$ cat src/rtl/add_arbiter.sv
// add_arbiter: round-robin arbiter that shares one W-bit adder among N_REQ
// requesters and holds each result in a one-entry output stage.
module add_arbiter #(
  parameter int N_REQ = 4,
  parameter int W     = 32,
  parameter int IDW   = $clog2(N_REQ)
) (
  input  logic                 clk,
  input  logic                 rst_n,
  input  logic [N_REQ-1:0]     req_valid,
  input  logic [N_REQ*W-1:0]   req_a,
  input  logic [N_REQ*W-1:0]   req_b,
  output logic [N_REQ-1:0]     req_ready,
  output logic                 res_valid,
  input  logic                 res_ready,
  output logic [W-1:0]         res_sum,
  output logic                 res_carry,
  output logic [IDW-1:0]       res_id,
  output logic [31:0]          op_count
);

  localparam int unsigned NR = N_REQ;

  typedef enum logic {
    EMPTY = 1'b0,
    FULL  = 1'b1
  } state_t;

  state_t           r_state;
  logic [IDW-1:0]   r_last;
  logic [W-1:0]     r_sum;
  logic             r_carry;
  logic [IDW-1:0]   r_id;
  logic [31:0]      r_op_count;

  logic [N_REQ-1:0] w_grant;
  logic [IDW-1:0]   w_grant_idx;
  logic             w_found;
  logic             w_can_accept;
  logic             w_accept;
  logic [W-1:0]     w_opa;
  logic [W-1:0]     w_opb;
  logic [W:0]       w_sum_full;

  assign w_can_accept = (r_state == EMPTY) | res_ready;

  // Round-robin search starting one past the last accepted requester
  always_comb begin
    int unsigned idx;
    w_grant     = '0;
    w_grant_idx = '0;
    w_found     = 1'b0;
    idx         = 0;
    for (int unsigned k = 1; k <= NR; k++) begin
      idx = 32'(r_last) + k;
      if (idx >= NR) idx = idx - NR;
      if (!w_found && req_valid[idx]) begin
        w_found      = 1'b1;
        w_grant[idx] = 1'b1;
        w_grant_idx  = IDW'(idx);
      end
    end
  end

  // Ready is held off while in reset even though the grant decode is live
  assign req_ready = w_grant & {N_REQ{w_can_accept & rst_n}};
  assign w_accept  = w_found & w_can_accept & rst_n;

  assign w_opa      = req_a[w_grant_idx*W +: W];
  assign w_opb      = req_b[w_grant_idx*W +: W];
  assign w_sum_full = {1'b0, w_opa} + {1'b0, w_opb};

  // Output-stage FSM, result registers, round-robin pointer and transfer count
  always_ff @(posedge clk or negedge rst_n) begin
    if (!rst_n) begin
      r_state    <= EMPTY;
      r_last     <= IDW'(N_REQ - 1);
      r_sum      <= '0;
      r_carry    <= 1'b0;
      r_id       <= '0;
      r_op_count <= '0;
    end else begin
      if (w_accept) begin
        r_state <= FULL;
        r_sum   <= w_sum_full[W-1:0];
        r_carry <= w_sum_full[W];
        r_id    <= w_grant_idx;
        r_last  <= w_grant_idx;
      end else if (res_ready) begin
        r_state <= EMPTY;
      end
      if ((r_state == FULL) && res_ready) begin
        r_op_count <= r_op_count + 32'd1;
      end
    end
  end

  assign res_valid = (r_state == FULL);
  assign res_sum   = r_sum;
  assign res_carry = r_carry;
  assign res_id    = r_id;
  assign op_count  = r_op_count;

endmodule

$ cat config.mk
export PLATFORM = sky130hd
export DESIGN_NAME = add_arbiter
export DESIGN_NICKNAME = d
export VERILOG_FILES = /design/src/rtl/add_arbiter.sv
export SDC_FILE = /design/constraint.sdc
export NUM_CORES = 1
export LEC_CHECK = 0
export BUFFER_PORTS_ARGS = -buffer_cell sky130_fd_sc_hd__buf_2
export CAP_MARGIN = 15
export CORE_AREA = 2 2 130 132
export CTS_BUF_LIST = sky130_fd_sc_hd__clkbuf_8
export CTS_CLUSTER_SIZE = 10
export DETAILED_ROUTE_END_ITERATION = 7
export DIE_AREA = 0 0 132 134
export PLACE_DENSITY_LB_ADDON = 0.3
export SKIP_CTS_REPAIR_TIMING = 1
export SLEW_MARGIN = 20
export SYNTH_ARGS = -nofsm -noshare
export SYNTH_HDL_FRONTEND = slang
export SYNTH_SLANG_ARGS = --single-unit
$ cat constraint.sdc
create_clock -name clk -period 6.7 [get_ports clk]
set_clock_uncertainty 0.15 [all_clocks]
set_input_delay 1.005 -clock clk [delete_from_list [all_inputs] [get_ports clk]]
set_output_delay 1.005 -clock clk [all_outputs]
set_load 0.03 [all_outputs]
==> results.yml, run 1 <==
setup_path:
  critPathMaxStageDelay_ns: 0.73
  crit_type: "reg2reg"
  critical_path_buf_inv_count: 3
  worstPathCellList: "inv_2 -> ha_1 -> mux4_2 -> a311oi_1 -> a21oi_4 -> buf_4 -> buf_4 -> mux4_2 -> ha_1 -> a211o_1 -> a21oi_1 -> o311a_1 -> o21ai_1 -> a2111oi_4 -> nor3_1 -> or4_1 -> nand3_1"
  cp-start-kind: "register"
  critPathSlowestCell: "dfstp_2"
  crit_family: "compound AO/OA/AOI/OAI gates"
  critical_path_required_ns: 6.82
  arrival_ns: 6.22
  path_max_fanout: 24
  critPathCaptureType: "register"
global_routing:
  globalRouteTotalUtil_pct: 22.4
  gr-total-overflow: 0
  grt_pass1_vias: 6051
  grt_pass1_wl_um: 31400
  grt_max_degree: 74
  grt_antenna_before_repair: 2
clock_tree:
  cts-root-buf: "clkbuf_8"
  cts_buffer_depth: 2
  clkSinkCount: 70
  cts_tree: "yes"
  clkTransAtPathRegs_ns: 0.07
  cts_max_level: 3
  cts_buffers: 9
  clock_latency_ns: 0.34
synthesis:
  syn_nets: 912
  synth_edf_count: 0
  yosysWarnings: 0
  synth.distinct_cells: 62
  synth-async-reset-ratio_pct: 100
  synth_cells: 608
  synth_seq_cells: 70
  ys.flop_type: "dfrtp_1"
  synth_area_per_cell_um2: 10.5
  yosysSeqAreaShare_pct: 27.4
  syn_area_um2: 6410
drt:
  ant_nets: 0
  via_count: 6169
  vias_per_cell: 5.36
  drcViolationCount: 0
  drtIter0Drc: 311
  first_pass_iters: 5
  wl_per_cell_um: 17.6
  wirelength_um: 20300
timing:
  fin_crit_sh_pct: 91.0
  finalSetupViolCount: 0
  slew_violations: 0
  tightest_slew_ns: 0.911
  hold_violations: 0
  relSlewSlack_pct: 39.3
  tns_ns: 0
  final.min_clock_period_ns: 6.10
  fmax_ghz: 0.164
  hold_slack_ns: 0.325
  rsz0062_at_grt: "no"
finish:
  drive_gt1_share_pct: 48.4
  layout_common_cells: "333 x buf_2, 68 x dfrtp_1, 67 x mux4_2, 54 x nand2_1, 40 x ha_1"
  mostFrequentLayoutCell: "buf_2"
  final_nets: 1229
  seqCellArea_um2: 1750
  fillers: 1551
  multi_input_area_um2: 4460
  synthToLayoutAreaGrowth_pct: 32.7
floorplan:
  rows: 47
  core_um2: 16300
  start_util_pct: 39.4
  die_h_um: 134
  dieArea_um2: 17700
  die_w_um: 132
  ios: 335
run:
  max-cap-violations: 0
place:
  hpwl_um: 17100
  place.gp.congestion: 0.904
  placement.io_buffers: 334
worst_hold_path:
  min_path_type: "reg2reg"
run_status:
  outcome: "finished, final reports clean"
-- layout make-up --
| cell class | instances | share of cell area, % |
|---|---|---|
| clock inverters | 6 | 0.941 |
| diodes | 2 | 0.0588 |
| flip-flops and latches | 70 | 20.6 |
| well taps | 220 | 3.24 |
| multi-input cells | 487 | 52.5 |
| inverters | 15 | 0.662 |
| repair buffers | 342 | 20.4 |
| clock buffers | 10 | 1.62 |
-- path summary, 6_finish.rpt --
path | start | end | slack (ns) | cells after the start
setup / recovery | r_last[0]$_DFFE_PN1P_ | res_sum[30]$_DFFE_PN0P_ | 0.60 | 17
hold / removal | res_sum[24]$_DFFE_PN0P_ | res_sum[24]$_DFFE_PN0P_ | 0.33 | 2
setup reg to reg | r_last[0]$_DFFE_PN1P_ | res_sum[30]$_DFFE_PN0P_ | 0.60 | 17
hold reg to reg | res_sum[24]$_DFFE_PN0P_ | res_sum[24]$_DFFE_PN0P_ | 0.33 | 2
max in group asynchronous | rst_n | res_sum[16]$_DFFE_PN0P_ | 5.16 | 1
min in group asynchronous | rst_n | res_sum[6]$_DFFE_PN0P_ | 0.63 | 1
-- synthesized netlist by cell type, drive strengths merged, types with 9 or more instances --
cell type	n	share of area, %
a21o	18	2.1
o21ai	40	3.2
dfrtp	68	27
mux2	9	1.6
nand3	27	2.1
mux4	67	24
xor2	20	2.7
nand2	54	3.2
ha	40	7.8
buf	13	0.98
clkbuf	23	1.3
a21oi	35	2.7
inv	15	0.88
xnor2	37	5.1
nand4	11	1.1
nor2	27	1.6
-- cells by family after synthesis --
group,Yosys count,share of synthesized area (%)
AO/OA/AOI/OAI,150,15.9
XOR/XNOR,57,7.79
adder cells (fa/ha/maj),41,8.12
buffers and inverters,51,3.20
flip-flops,70,27.4
multiplexers,76,25.1
AND/OR/NAND/NOR,163,12.5
-- per-stage QoR --
step	setup slack [ns]	utilization (%)	cell area (µm²)	instances
finish	0.601	52.2	8510	1152
global route	0.183	52.2	8510	1152
CTS	0.577	52.2	8500	1150
detailed placement	0.466	50.8	8280	1134
global placement	0.593	50.8	8280	1134
floorplan	0.981	-	6410	608
-- metal layers --
metal,share of wire (%),global-route usage (%)
met5,0,0
met1,41,28.2
met4,2.9,8.27
met2,51,39.3
met3,4.5,3.17
-- worst min-delay path: stages (launching register included) --
cell	delay, ns
dfrtp_1	0.34
nand2_1	0.04
o21ai_0	0.06
-- state kept, by name, indices dropped and copies added (netlist names) --
name,count
op_count,32
res_sum,32
r_last,2
res_id,2
res_carry,1
res_valid,1
Power of run 1 is left out: the tool's default activity adds up to more than one toggle a clock period on the data nets, which glitch-free logic cannot reach.
==> run 2, diff against run 1 <==
- CTS_BUF_LIST: sky130_fd_sc_hd__clkbuf_8 -> sky130_fd_sc_hd__clkbuf_8 sky130_fd_sc_hd__clkbuf_16
- clock period: 6.7 -> 7.7 ns (I/O delays scaled with it)
==> results.yml, run 2 (synthesized netlist as in run 1, its figures left out) <==
run_status:
  outcome: "finished, final reports clean"
floorplan:
  dieArea_um2: 17700
  start_util_pct: 39.4
  ios: 335
  rows: 47
  die_w_um: 132
  core_um2: 16300
  die_h_um: 134
drt:
  via_count: 6216
  drtIter0Drc: 415
  drcViolationCount: 0
  wirelength_um: 20200
  vias_per_cell: 5.40
  wl_per_cell_um: 17.5
  ant_nets: 0
  first_pass_iters: 5
clock_tree:
  cts_tree: "yes"
  cts_buffers: 9
  cts-root-buf: "clkbuf_16"
  clkTransAtPathRegs_ns: 0.06
  clock_latency_ns: 0.33
  cts_max_level: 3
  clkSinkCount: 70
  cts_buffer_depth: 2
global_routing:
  grt_max_degree: 75
  grt_antenna_before_repair: 1
  gr-total-overflow: 0
  grt_pass1_vias: 6223
  grt_pass1_wl_um: 32000
  globalRouteTotalUtil_pct: 22.8
finish:
  final_area_um2: 8610
  mostFrequentLayoutCell: "buf_2"
  drive_gt1_share_pct: 48.6
  final_nets: 1229
  layout_common_cells: "333 x buf_2, 68 x dfrtp_1, 67 x mux4_2, 54 x nand2_1, 40 x ha_1"
  multi_input_area_um2: 4460
  synthToLayoutAreaGrowth_pct: 34.3
  seqCellArea_um2: 1750
  fillers: 1500
setup_path:
  critPathCaptureType: "register"
  critical_path_required_ns: 7.74
  path_max_fanout: 15
  cp-start-kind: "register"
  arrival_ns: 6.31
  crit_type: "reg2reg"
timing:
  finalSetupViolCount: 0
  fmax_ghz: 0.160
  hold_violations: 0
  relSlewSlack_pct: 40.8
  fin_crit_sh_pct: 81.4
  slew_violations: 0
  rsz0062_at_grt: "no"
  final.min_clock_period_ns: 6.27
  tightest_slew_ns: 0.888
  tns_ns: 0
run:
  max-cap-violations: 0
place:
  hpwl_um: 17000
  place.gp.congestion: 0.886
  placement.io_buffers: 334
  place_area_um2: 8280
worst_hold_path:
  min_path_type: "reg2reg"
==> run 2: cell types whose count changed in the layout (fill, tap and decap cells not counted), sizes merged <==
cell	before	now
clkinvlp	1	0
clkbuf	10	9
diode	2	1
clkinv	1	3
==> run 2: through the flow <==
step | utilization (%) | setup WS (ns) | instances | hold WS, ns
after CTS | 52.8 | 1.42 | 1150 | 0.322
after global routing | 52.8 | 1.04 | 1151 | 0.332
final | 52.8 | 1.43 | 1151 | 0.320
after global placement | 50.8 | 1.43 | 1134 | 0.307
after floorplan | - | 1.87 | 608 | 0.338
after detailed placement | 50.8 | 1.26 | 1134 | 0.310
==> run 2: cell type report <==
class / count / share of cell area, %
Clock inverter: 7 / 1.12
Timing Repair Buffer: 342 / 20.1
Multi-Input combinational cell: 487 / 51.9
Antenna cell: 1 / 0.0291
Clock buffer: 9 / 2.62
Inverter: 15 / 0.654
Tap cell: 220 / 3.20
Sequential cell: 70 / 20.4
==> run 2: final timing paths <==
path,from,end,slack [ns],cells past startpoint
max in group asynchronous,rst_n,op_count[26]$_DFFE_PN0P_,6.02,1
worst min register to register,res_sum[3]$_DFFE_PN0P_,res_sum[3]$_DFFE_PN0P_,0.32,2
worst min-delay path,res_sum[3]$_DFFE_PN0P_,res_sum[3]$_DFFE_PN0P_,0.32,2
min in group asynchronous,rst_n,op_count[4]$_DFFE_PN0P_,0.80,1
worst max-delay path,r_last[0]$_DFFE_PN1P_,res_sum[22]$_DFFE_PN0P_,1.43,16
worst max register to register,r_last[0]$_DFFE_PN1P_,res_sum[22]$_DFFE_PN0P_,1.43,16
==> run 2: layer usage <==
metal	global-route usage, %	wire [µm]	up-vias
met1	28.0	8060	2950
met3	4.20	1130	46
met2	39.0	10200	245
met4	10.8	801	0
li1	-	-	2975
met5	0	0	-
==> run 2: worst max-delay path, cell delays in order (launching register included) <==
cell	delay (ns)
dfstp_2	0.71
inv_2	0.12
ha_1	0.40
mux4_2	0.39
a311oi_1	0.10
a21oi_4	0.56
buf_4	0.33
mux4_2	0.57
fa_1	0.52
a21o_1	0.24
a221oi_2	0.43
o21ai_2	0.16
a2111oi_2	0.47
nor4_1	0.09
or4_1	0.55
a211oi_2	0.23
o31ai_1	0.08
Power of run 2 is left out for the same reason.
==> run 3, diff against run 2 <==
- CORE_AREA: 2 2 130 132 -> 2 2 131 133
- DIE_AREA: 0 0 132 134 -> 0 0 133 135
- clock period: 7.7 -> 5.4 ns (I/O delays scaled with it)
==> results.yml, run 3 (synthesized netlist as in run 1, its figures left out) <==
drt:
  drcViolationCount: 0
  via_count: 6411
  first_pass_iters: 5
  wirelength_um: 20700
  drtIter0Drc: 348
  vias_per_cell: 5.35
  ant_nets: 0
  wl_per_cell_um: 17.2
worst_hold_path:
  hold_end: "res_sum[12]$_DFFE_PN0P_"
  min_path_cells: 2
  hp-start: "res_sum[12]$_DFFE_PN0P_"
  min_path_type: "reg2reg"
timing:
  finalSetupViolCount: 0
  hold_violations: 0
  slew_violations: 0
  rsz0062_at_grt: "no"
  fin_crit_sh_pct: 96.5
  relSlewSlack_pct: 41.4
  tightest_slew_ns: 0.878
  fmax_ghz: 0.192
  final.min_clock_period_ns: 5.21
clock_tree:
  clkTransAtPathRegs_ns: 0.06
  clkSinkCount: 70
  cts-root-buf: "clkbuf_16"
  cts_buffer_depth: 2
  cts_buffers: 9
  cts_tree: "yes"
  cts_max_level: 3
  clock_latency_ns: 0.33
global_routing:
  grt_antenna_before_repair: 0
  grt_max_degree: 74
  grt_pass1_vias: 6420
  gr-total-overflow: 0
  globalRouteTotalUtil_pct: 23.2
  grt_pass1_wl_um: 32700
setup_path:
  reg2reg_to: "res_sum[28]$_DFFE_PN0P_"
  arrival_ns: 5.33
  reg2reg_depth: 20
  crit_type: "reg2reg"
  cpMostUsedCell: "buf_4"
  critPathSlowestCell: "dfstp_2"
  critical_path_buf_inv_count: 5
  path_max_fanout: 10
  critPathMaxStageDelay_ns: 0.54
  worstSetupPathDepth: 20
  worstPathCellList: "inv_2 -> ha_4 -> mux4_2 -> nor2b_1 -> or3_1 -> o31a_2 -> buf_12 -> buf_4 -> mux4_2 -> ha_1 -> and3_1 -> a221oi_4 -> buf_4 -> o311a_1 -> o21ai_2 -> a2111oi_4 -> o31a_1 -> buf_4 -> or4b_1 -> nand3_1"
  critPathCaptureType: "register"
  cp-start-kind: "register"
  crit_family: "compound AO/OA/AOI/OAI gates"
  r2r_slack_ns: 0.19
  r2r_start: "r_last[0]$_DFFE_PN1P_"
  critical_path_required_ns: 5.52
finish:
  final_nets: 1278
  layout_common_cells: "333 x buf_2, 68 x dfrtp_1, 67 x mux4_2, 55 x buf_4, 54 x nand2_1"
  mostFrequentLayoutCell: "buf_2"
  layout.cells.non_filler: 1199
  drive_gt1_share_pct: 51.7
  synthToLayoutAreaGrowth_pct: 41.8
  antenna_cells: 0
floorplan:
  dieArea_um2: 18000
  die_w_um: 133
  rows: 47
  core_um2: 16400
  start_util_pct: 39.1
  ios: 335
  die_h_um: 135
run:
  max-cap-violations: 0
run_status:
  outcome: "finished, final reports clean"
place:
  dp_cells: 1178
  hpwl_um: 17600
  place.gp.congestion: 0.890
  placement.io_buffers: 334
## run 3: final cells by class
cell class | instances | area (µm²)
Inverter | 15 | 56.3
Clock inverter | 7 | 123
Clock buffer | 9 | 225
Multi-Input combinational cell | 487 | 4510
Sequential cell | 70 | 1750
Fill cell | 1459 | 7320
Timing Repair Buffer | 391 | 2140
Tap cell | 220 | 275
## run 3: stage by stage
stage          utilization, %  area, µm²  hold WS, ns  TNS [ns]  setup slack [ns]
2_1_floorplan               -       6450        0.338         0            0.0161
3_3_place_gp             52.8       8660        0.309    -0.121           -0.0688
3_5_place_dp             52.8       8660        0.312    -0.239            -0.127
4_1_cts                  54.9       9010        0.326         0            0.0248
5_1_grt                  55.4       9090        0.338         0           0.00580
6_report                 55.4       9090        0.323         0             0.190
## run 3: routing by layer
layer | share of wire (%) | GRT usage (%) | vias to the layer above
li1 | - | - | 3077
met1 | 39 | 28.4 | 3026
met2 | 51 | 41.2 | 270
met3 | 6.5 | 4.32 | 38
met4 | 3.1 | 8.18 | 0
met5 | 0 | 0 | -
## run 3: worst max-delay path by stage
stage / start / to
4_1_cts: r_last[0]$_DFFE_PN1P_ / res_sum[22]$_DFFE_PN0P_
3_3_place_gp: req_valid[2] / res_sum[22]$_DFFE_PN0P_
2_1_floorplan: r_last[0]$_DFFE_PN1P_ / res_sum[22]$_DFFE_PN0P_
6_report: r_last[0]$_DFFE_PN1P_ / res_sum[28]$_DFFE_PN0P_
5_1_grt: r_last[0]$_DFFE_PN1P_ / res_sum[28]$_DFFE_PN0P_
3_5_place_dp: req_valid[2] / res_sum[22]$_DFFE_PN0P_
## run 3: worst register-to-register path, delay by kind of cell (launching register included)
kind	cells	cell delay (ns)
compound gates	6	1.27
fa+ha+maj	2	0.67
buf+inv	5	0.69
flops	1	0.54
mux	2	0.58
simple gates	5	1.24
Power of run 3 is left out for the same reason.
